`config.mk`:
```
export PLATFORM = sky130hd
export DESIGN_NAME = tx_slot_scheduler
export DESIGN_NICKNAME = d
export VERILOG_FILES = /design/src/rtl/tx_slot_scheduler.sv
export SDC_FILE = /design/constraint.sdc
export NUM_CORES = 1
export LEC_CHECK = 0
export ABC_AREA = 1
export CORE_ASPECT_RATIO = 1.75
export CORE_MARGIN = 2
export CORE_UTILIZATION = 25
export DETAILED_ROUTE_END_ITERATION = 10
export PLACE_DENSITY_LB_ADDON = 0.05
export REMOVE_ABC_BUFFERS = 1
export SLEW_MARGIN = 20
export SYNTH_ARGS = -nofsm -noshare
export SYNTH_HDL_FRONTEND = slang
export SYNTH_SLANG_ARGS = --single-unit
```
`constraint.sdc`:
```
create_clock -name clk -period 1.4 [get_ports clk]
set_input_delay 0.21 -clock clk [delete_from_list [all_inputs] [get_ports clk]]
set_output_delay 0.21 -clock clk [all_outputs]
set_load 0.1 [all_outputs]
```
`src/rtl/tx_slot_scheduler.sv`:
```
// TDMA transmit scheduler: fixed-priority arbitration of pending TX requests, wait for this node's
// timeslot, carrier sense, then a single transmission handed to the radio.
module tx_slot_scheduler #(
  parameter int WORD_WIDTH   = 16,
  parameter int SLOT_CYCLES  = 64,
  parameter int NUM_SLOTS    = 16,
  parameter int GUARD_CYCLES = 4
) (
  input  logic                  clk,
  input  logic                  nrst,
  input  logic                  en,
  input  logic [WORD_WIDTH-1:0] myTimeslot,
  input  logic [3:0]            req,
  input  logic                  channel_clear,
  input  logic                  tx_done,
  output logic                  tx_start,
  output logic [2:0]            tx_type,
  output logic [3:0]            grant,
  output logic [3:0]            ack,
  output logic [WORD_WIDTH-1:0] slot_count,
  output logic                  in_my_slot,
  output logic                  busy,
  output logic [2:0]            o_dbg_state
);

  // Handshake: a requester raises its req bit and holds it until it sees its ack bit for one
  // cycle; dropping req before the transmission starts withdraws it without an ack.

  typedef enum logic [2:0] {
    S_IDLE      = 3'd0,
    S_WAIT_SLOT = 3'd1,
    S_SENSE     = 3'd2,
    S_TX        = 3'd3,
    S_DONE      = 3'd4
  } state_t;

  localparam logic [WORD_WIDTH-1:0] LP_CYC_LAST     = WORD_WIDTH'(SLOT_CYCLES - 1);
  localparam logic [WORD_WIDTH-1:0] LP_SLOT_LAST    = WORD_WIDTH'(NUM_SLOTS - 1);
  localparam logic [WORD_WIDTH-1:0] LP_GUARD_START  = WORD_WIDTH'(SLOT_CYCLES - GUARD_CYCLES);

  localparam logic [2:0] LP_TYPE_SOS  = 3'b110;
  localparam logic [2:0] LP_TYPE_DATA = 3'b101;
  localparam logic [2:0] LP_TYPE_MR   = 3'b011;
  localparam logic [2:0] LP_TYPE_HB   = 3'b000;

  state_t                r_state;
  state_t                w_state_nxt;
  logic [WORD_WIDTH-1:0] r_cycle_cnt;
  logic [WORD_WIDTH-1:0] r_slot_count;
  logic [3:0]            r_grant;
  logic [3:0]            w_grant_nxt;
  logic [2:0]            r_tx_type;
  logic [2:0]            w_tx_type_nxt;
  logic                  r_tx_start;
  logic                  w_tx_start_nxt;
  logic [3:0]            w_winner;
  logic [2:0]            w_winner_type;
  logic                  w_withdrawn;
  logic                  w_before_guard;
  logic                  w_in_my_slot;

  // Slot timer; cleared whenever the scheduler is disabled.
  always_ff @(posedge clk) begin
    if (!nrst || !en) begin
      r_cycle_cnt  <= '0;
      r_slot_count <= '0;
    end else if (r_cycle_cnt == LP_CYC_LAST) begin
      r_cycle_cnt <= '0;
      if (r_slot_count == LP_SLOT_LAST) begin
        r_slot_count <= '0;
      end else begin
        r_slot_count <= r_slot_count + 1'b1;
      end
    end else begin
      r_cycle_cnt <= r_cycle_cnt + 1'b1;
    end
  end

  // A myTimeslot outside 0..NUM_SLOTS-1 can never equal the slot counter, so it never matches.
  assign w_in_my_slot   = en && (r_slot_count == myTimeslot);
  assign w_before_guard = (r_cycle_cnt < LP_GUARD_START);
  assign w_withdrawn    = ~|(req & r_grant);

  // Lowest set request bit wins.
  always_comb begin
    w_winner      = 4'b0000;
    w_winner_type = LP_TYPE_HB;
    if (req[0]) begin
      w_winner      = 4'b0001;
      w_winner_type = LP_TYPE_SOS;
    end else if (req[1]) begin
      w_winner      = 4'b0010;
      w_winner_type = LP_TYPE_DATA;
    end else if (req[2]) begin
      w_winner      = 4'b0100;
      w_winner_type = LP_TYPE_MR;
    end else if (req[3]) begin
      w_winner      = 4'b1000;
      w_winner_type = LP_TYPE_HB;
    end
  end

  always_ff @(posedge clk) begin
    if (!nrst) begin
      r_state    <= S_IDLE;
      r_grant    <= '0;
      r_tx_type  <= '0;
      r_tx_start <= 1'b0;
    end else begin
      r_state    <= w_state_nxt;
      r_grant    <= w_grant_nxt;
      r_tx_type  <= w_tx_type_nxt;
      r_tx_start <= w_tx_start_nxt;
    end
  end

  always_comb begin
    w_state_nxt    = r_state;
    w_grant_nxt    = r_grant;
    w_tx_type_nxt  = r_tx_type;
    w_tx_start_nxt = 1'b0;
    case (r_state)
      S_IDLE: begin
        if (en && (|req)) begin
          w_grant_nxt   = w_winner;
          w_tx_type_nxt = w_winner_type;
          w_state_nxt   = S_WAIT_SLOT;
        end
      end
      S_WAIT_SLOT: begin
        if (w_withdrawn) begin
          w_state_nxt   = S_IDLE;
          w_grant_nxt   = '0;
          w_tx_type_nxt = '0;
        end else if (w_in_my_slot && w_before_guard) begin
          w_state_nxt = S_SENSE;
        end
      end
      S_SENSE: begin
        // Decisions use the registered timer values, so a slot wrap on this edge is not seen yet.
        if (w_withdrawn) begin
          w_state_nxt   = S_IDLE;
          w_grant_nxt   = '0;
          w_tx_type_nxt = '0;
        end else if (channel_clear) begin
          w_state_nxt    = S_TX;
          w_tx_start_nxt = 1'b1;
        end else if (!w_before_guard) begin
          w_state_nxt = S_WAIT_SLOT;
        end
      end
      S_TX: begin
        if (tx_done) begin
          w_state_nxt = S_DONE;
        end
      end
      S_DONE: begin
        w_state_nxt   = S_IDLE;
        w_grant_nxt   = '0;
        w_tx_type_nxt = '0;
      end
      default: begin
        w_state_nxt   = S_IDLE;
        w_grant_nxt   = '0;
        w_tx_type_nxt = '0;
      end
    endcase
    // Disabling abandons whatever is in progress, including a transmission in flight.
    if (!en) begin
      w_state_nxt    = S_IDLE;
      w_grant_nxt    = '0;
      w_tx_type_nxt  = '0;
      w_tx_start_nxt = 1'b0;
    end
  end

  assign tx_start    = r_tx_start;
  assign tx_type     = r_tx_type;
  assign grant       = r_grant;
  assign ack         = ((r_state == S_DONE) && en) ? r_grant : 4'b0000;
  assign slot_count  = r_slot_count;
  assign in_my_slot  = w_in_my_slot;
  assign busy        = (r_state != S_IDLE);
  assign o_dbg_state = r_state;

endmodule

```
# Word-level counts from Yosys, hierarchy flattened
# Index checks and enable logic that the tools add are counted.
# Widths: inputs -> output; s select.
# op_classes
div	0
n_eq_ne	12
multipliers	0
reduce_logical	17
n_addsub	2
order_cmp	1
muxes	24
shifts	0
n_bitwise	2
# ops
cell	n
$mux 3	11
$add 16x1->16 const B	2
$mux 4	7
$eq 16x16->1	1
$eq 16x4->1 const B	1
$eq 16x6->1 const B	1
$lt 16x6->1 const B	1
$mux 16	1
$pmux 3 s4	1
$pmux 4 s3	1
$pmux 3 s3	1
$reduce_and 4->1	2
$reduce_or 4->1	2
$eq 3x2->1 const B	2
$ne 2x2->1 const B	3
$and 4x4->4	1
$logic_and 1x1->1	4
$ne 4x4->1 const B	1
$reduce_or 2->1	2
$eq 3x1->1 const B	1
$eq 3x3->1 const B	1
$logic_not 3->1	1
$ne 3x3->1 const B	1
$reduce_and 3->1	1
other kinds (7)	8
# totals
out_inout_bits	33
latchBits	0
in_bits	25
wordCells	64
mem_bits_rw	0
regBits	43
romBits	0
n_memories	0

# Logic depth before layout (Yosys ltp)
# depth
word_depth	6
ltp_mapped	11
ltp_nobuf	11

# Worst setup path after synthesis
# OpenSTA, ideal clock, no wires.
# synth_path
path_kind	register to output
startpoint	register r_state[2], in the netlist o_dbg_state[2]
endpoint	output ack[0]
required_time_ns	1.190
stages_incl_launch_ff	3
setup_slack_ns	-1.379
arrival_time_ns	2.569
n_path_buf	0
cell_sequence	dfxtp_1 nand3_1 nor2_1
# synth_via
elab_chain_len	3
# synth_rtl
item	line_no	rtl
from (decl)	46	state_t r_state;
from (signal assigned)	110	r_state <= w_state_nxt;
$eq 3x3->1	180	assign ack = ((r_state == S_DONE) && en) ? r_grant : 4'b0000;
$logic_and 1x1->1	180	
$mux 4	180	
to (decl)	19	output logic [3:0] ack,
# No other way between the ends.

# Final worst setup path
# layout_path
startpoint	register r_slot_count[11], in the netlist slot_count[11]
endpoint	output in_my_slot
# layout_via
elab_chain_len	2
# layout_rtl
item	line_no	rtl
from (decl)	49	logic [WORD_WIDTH-1:0] r_slot_count;
from (signal assigned)	72	r_slot_count <= r_slot_count + 1'b1;
$eq 16x16->1	80	assign w_in_my_slot = en && (r_slot_count == myTimeslot);
$logic_and 1x1->1	80	
to (decl)	21	output logic in_my_slot,
# No other way between the ends.

==> qor.csv <==
stage;metric;value;unit
run_status;outcome;finished with violations;
run_status;failing checks;negative setup slack;
timing;max-slew violation count;0;
routing;drt via density;4.63;
finish;utilization after layout;0.562;
routing;routed length per placed instance;14.7;um
critical_path;startpoint of the most critical setup path;slot_count[11]$_SDFFE_PN0P_;
floorplan;Core Region;10400;um^2
finish;Seq. cell area;916;um^2
timing;post-route worst setup slack;-0.485;ns
routing;remaining routing DRC violations;0;
routing;antenna-violating nets left;0;
timing;final critical delay including setup and external delays;1.89;ns
floorplan;number of top-level design ports;58;
timing;largest clock skew in the final design;0.00437;ns
clocking;clock tree from TritonCTS;built;
timing;Slew @ Worst Pin;0.308;ns
finish;ratio of cells with drive above 1 in the final layout;0.597;
grt;Congestion Overflow GR;0;
pwr;cell area power density;611;nW/um^2
floorplan;area enclosed by the die boundary;11500;um^2
worst_hold_path;source of the worst hold timing path;r_cycle_cnt[15]$_SDFF_PP0_;
finish;nets@finish;644;
critical_path;kind of launch point of the worst setup path;flip-flop;
finish;Non-Filler Cell Area, Final;5820;um^2
placement;number of port buffers;57;
finish;layout overhead on the synthesized area;118;%
finish;most common cell after layout, fill and taps aside;sky130_fd_sc_hd__buf_4;
routing;routed length on met3;253;um
grt;vias in the first global route;3567;
finish;Fillers;956;
routing;total number of vias;3446;
timing;setup repair after global routing missed its margin;yes;
grt;pin count of the biggest net entering global routing;15;
routing;first-iteration detailed-routing DRC count;116;
clocking;clock-pin slew reported for the worst setup and hold paths after clock tree synthesis;0.07;ns
synth;total number of yosys warnings;0;
pwr;sequential group share of total power;0.352;
worst_hold_path;Hold/Removal Path Class;reg -> reg;
critical_path;Max Fanout on Critical Path;2;
floorplan;chip height;141;um
clocking;later-pin clock latency in the skew report;0.29;ns
critical_path;reg-to-reg startpoint;r_cycle_cnt[1]$_SDFF_PP0_;
routing;highest metal used;met4;
synth;#FFs+latches synth;43;
clocking;maximum number of buffers from clock root to sink;2;
critical_path;CP Data Required Time;1.19;ns
clocking;CTS sink count;43;
placement;placer congestion estimate;0.920;
grt;global-route wire length before repair;17.1;mm
timing;achievable clock frequency;530;MHz
routing;detailed route wirelength on metal2;6.74;mm
pwr;cell-internal power;2600;uW
synth;asr flop ratio synth;0;
routing;number of search-and-repair iterations in the first detailed-routing pass;4;
routing;routed metal-1 wire length;3.75;mm
synth;sequential-to-total area share from yosys stat;0.323;
floorplan;Initial Util;0.257;
floorplan;DIE WIDTH;82.1;um
critical_path;kind of critical path;reg -> out;
critical_path;Crit path arrival time;1.68;ns
flow_run;Max Cap Viol;0;
pwr;power share of the clock group;0.432;
clocking;total clock buffers created by CTS;5;
synth;count of cell types in the netlist;41;
synth;synthesized area per cell;6.47;um^2
critical_path;nature of the critical path endpoint;output pin;
finish;multi-input combinational cell area;2180;um^2
timing;crit share post-route;1.35;
synth;number of synthesized flops with an enable pin;0;
timing;Final Hold Viols;0;
pwr;Leak;0.00255;uW
routing;total length of routed wires;11.0;mm
pwr;maximum ir drop on the vdd rail;614;uV
pwr;Sw Share;0.269;
pwr;combinational share of power;0.216;
grt;total track usage;0.196;
floorplan;Placement Rows;49;
grt;number of antenna violations at the first check in global routing;0;
clocking;Max H-tree Level;2;
synth;combined area of all synthesized cells;2670;um^2
placement;Cell Area, Placed;4610;um^2
timing;Max transition margin;0.793;
synth;dominant register cell in the synthesized netlist;sky130_fd_sc_hd__dfxtp_1;
pwr;sw power;958;uW
finish;ANT cells;0;
finish;highest-count cells in the layout ignoring fill and taps;sky130_fd_sc_hd__buf_4 (117), sky130_fd_sc_hd__nand2_1 (68), sky130_fd_sc_hd__inv_1 (42), sky130_fd_sc_hd__buf_12 (36), sky130_fd_sc_hd__nor2_1 (33);
synth;number of instances in the synthesized netlist;412;
timing;total of endpoints with negative setup slack in the final report;39;
placement;final HPWL from detailed placement;8.31;mm
clocking;clock root cell;sky130_fd_sc_hd__clkbuf_16;
-- Yosys cell counts (3+ instances only) --
cell / n / share of area
sky130_fd_sc_hd__a21oi_1: 26 / 0.049
sky130_fd_sc_hd__dfxtp_1: 43 / 0.32
sky130_fd_sc_hd__inv_1: 57 / 0.080
sky130_fd_sc_hd__inv_2: 10 / 0.014
sky130_fd_sc_hd__nand2_1: 98 / 0.14
sky130_fd_sc_hd__nand2_2: 3 / 0.0070
sky130_fd_sc_hd__nand3_1: 20 / 0.038
sky130_fd_sc_hd__nand4_1: 16 / 0.038
sky130_fd_sc_hd__nor2_1: 48 / 0.068
sky130_fd_sc_hd__nor2_2: 5 / 0.012
sky130_fd_sc_hd__nor3_1: 20 / 0.038
sky130_fd_sc_hd__nor3_2: 3 / 0.011
sky130_fd_sc_hd__nor4_1: 3 / 0.0070
sky130_fd_sc_hd__o21ai_0: 12 / 0.023
sky130_fd_sc_hd__o21ai_1: 5 / 0.0094
sky130_fd_sc_hd__xnor2_1: 6 / 0.020
sky130_fd_sc_hd__xor2_1: 5 / 0.016
-- worst max-delay path, cell delays in order, from the launching register on --
cell,delay [ns]
sky130_fd_sc_hd__dfxtp_2,0.34
sky130_fd_sc_hd__inv_2,0.04
sky130_fd_sc_hd__nand2_2,0.08
sky130_fd_sc_hd__nand4_1,0.23
sky130_fd_sc_hd__nor4_2,0.27
sky130_fd_sc_hd__and3b_2,0.25
sky130_fd_sc_hd__buf_12,0.17
-- logic make-up (layout without fill, tap and decap cells) --
logic type / after synthesis / count (layout) / share of synthesized area
AO/OA/AOI/OAI: 52 / 52 / 0.109
XOR/XNOR: 11 / 11 / 0.0361
adder cells (fa/ha/maj): 2 / 2 / 0.00938
buffers and inverters: 73 / 278 / 0.108
flip-flops: 43 / 43 / 0.323
AND/OR/NAND/NOR: 231 / 232 / 0.415
-- layer usage --
layer | GRT usage | vias to the layer above
met5 | 0 | -
met4 | 0.0728 | 0
met3 | 0.0230 | 9
met2 | 0.397 | 60
met1 | 0.189 | 1630
li1 | - | 1747
-- area by class of cell --
| type | count | share of cell area |
|---|---|---|
| Inverter | 68 | 0.0462 |
| Multi-Input combinational cell | 297 | 0.374 |
| Tap cell | 127 | 0.0273 |
| Clock inverter | 2 | 0.0103 |
| Clock buffer | 6 | 0.0221 |
| Timing Repair Buffer | 202 | 0.363 |
| Sequential cell | 43 | 0.157 |
-- through the flow --
step | cells | TNS [ns] | power [uW] | setup slack (ns) | hold slack, ns
finish | 745 | -5.00 | 3560 | -0.485 | 0.488
global route | 745 | -8.55 | 3700 | -0.524 | 0.507
CTS | 741 | -4.11 | 3590 | -0.479 | 0.466
detailed placement | 713 | -12.92 | 1920 | -0.579 | 0.455
global placement | 713 | -12.49 | 1920 | -0.599 | 0.447
floorplan | 407 | -29.26 | 1580 | -1.38 | 0.353
-- registers in the layout, summed over array words and instances, names as in the netlist --
name,flops
slot_count,16
r_cycle_cnt,16
tx_start,1
tx_type,3
grant,4
o_dbg_state,3
-- timing repair --
item / 4_1_cts / 5_1_grt
endpoints found under the setup margin: 49 / 50
buffers inserted: 20 / 7
cloned: 2 / 0
gates resized for setup: 187 / 70
pin swaps: 44 / 32
hold buffers: 0 / 0
-- power by group through the flow --
stage | Combinational (uW) | Sequential, uW | Clock (uW)
3_3_place_gp | 630 | 1290 | 0
4_1_cts | 746 | 1260 | 1580
5_1_grt | 821 | 1250 | 1630
3_5_place_dp | 631 | 1290 | 0
6_report | 770 | 1250 | 1540
2_1_floorplan | 186 | 1400 | 0
-- worst paths after layout --
| path | endpoint | slack (ns) | depth (start not counted) |
|---|---|---|---|
| worst min register to register | r_cycle_cnt[15]$_SDFF_PP0_ | 0.49 | 2 |
| worst max-delay path | in_my_slot | -0.49 | 6 |
| worst max register to register | slot_count[11]$_SDFFE_PN0P_ | -0.22 | 9 |
| worst min-delay path | r_cycle_cnt[15]$_SDFF_PP0_ | 0.49 | 2 |
Power figures use the tool's default switching activity.
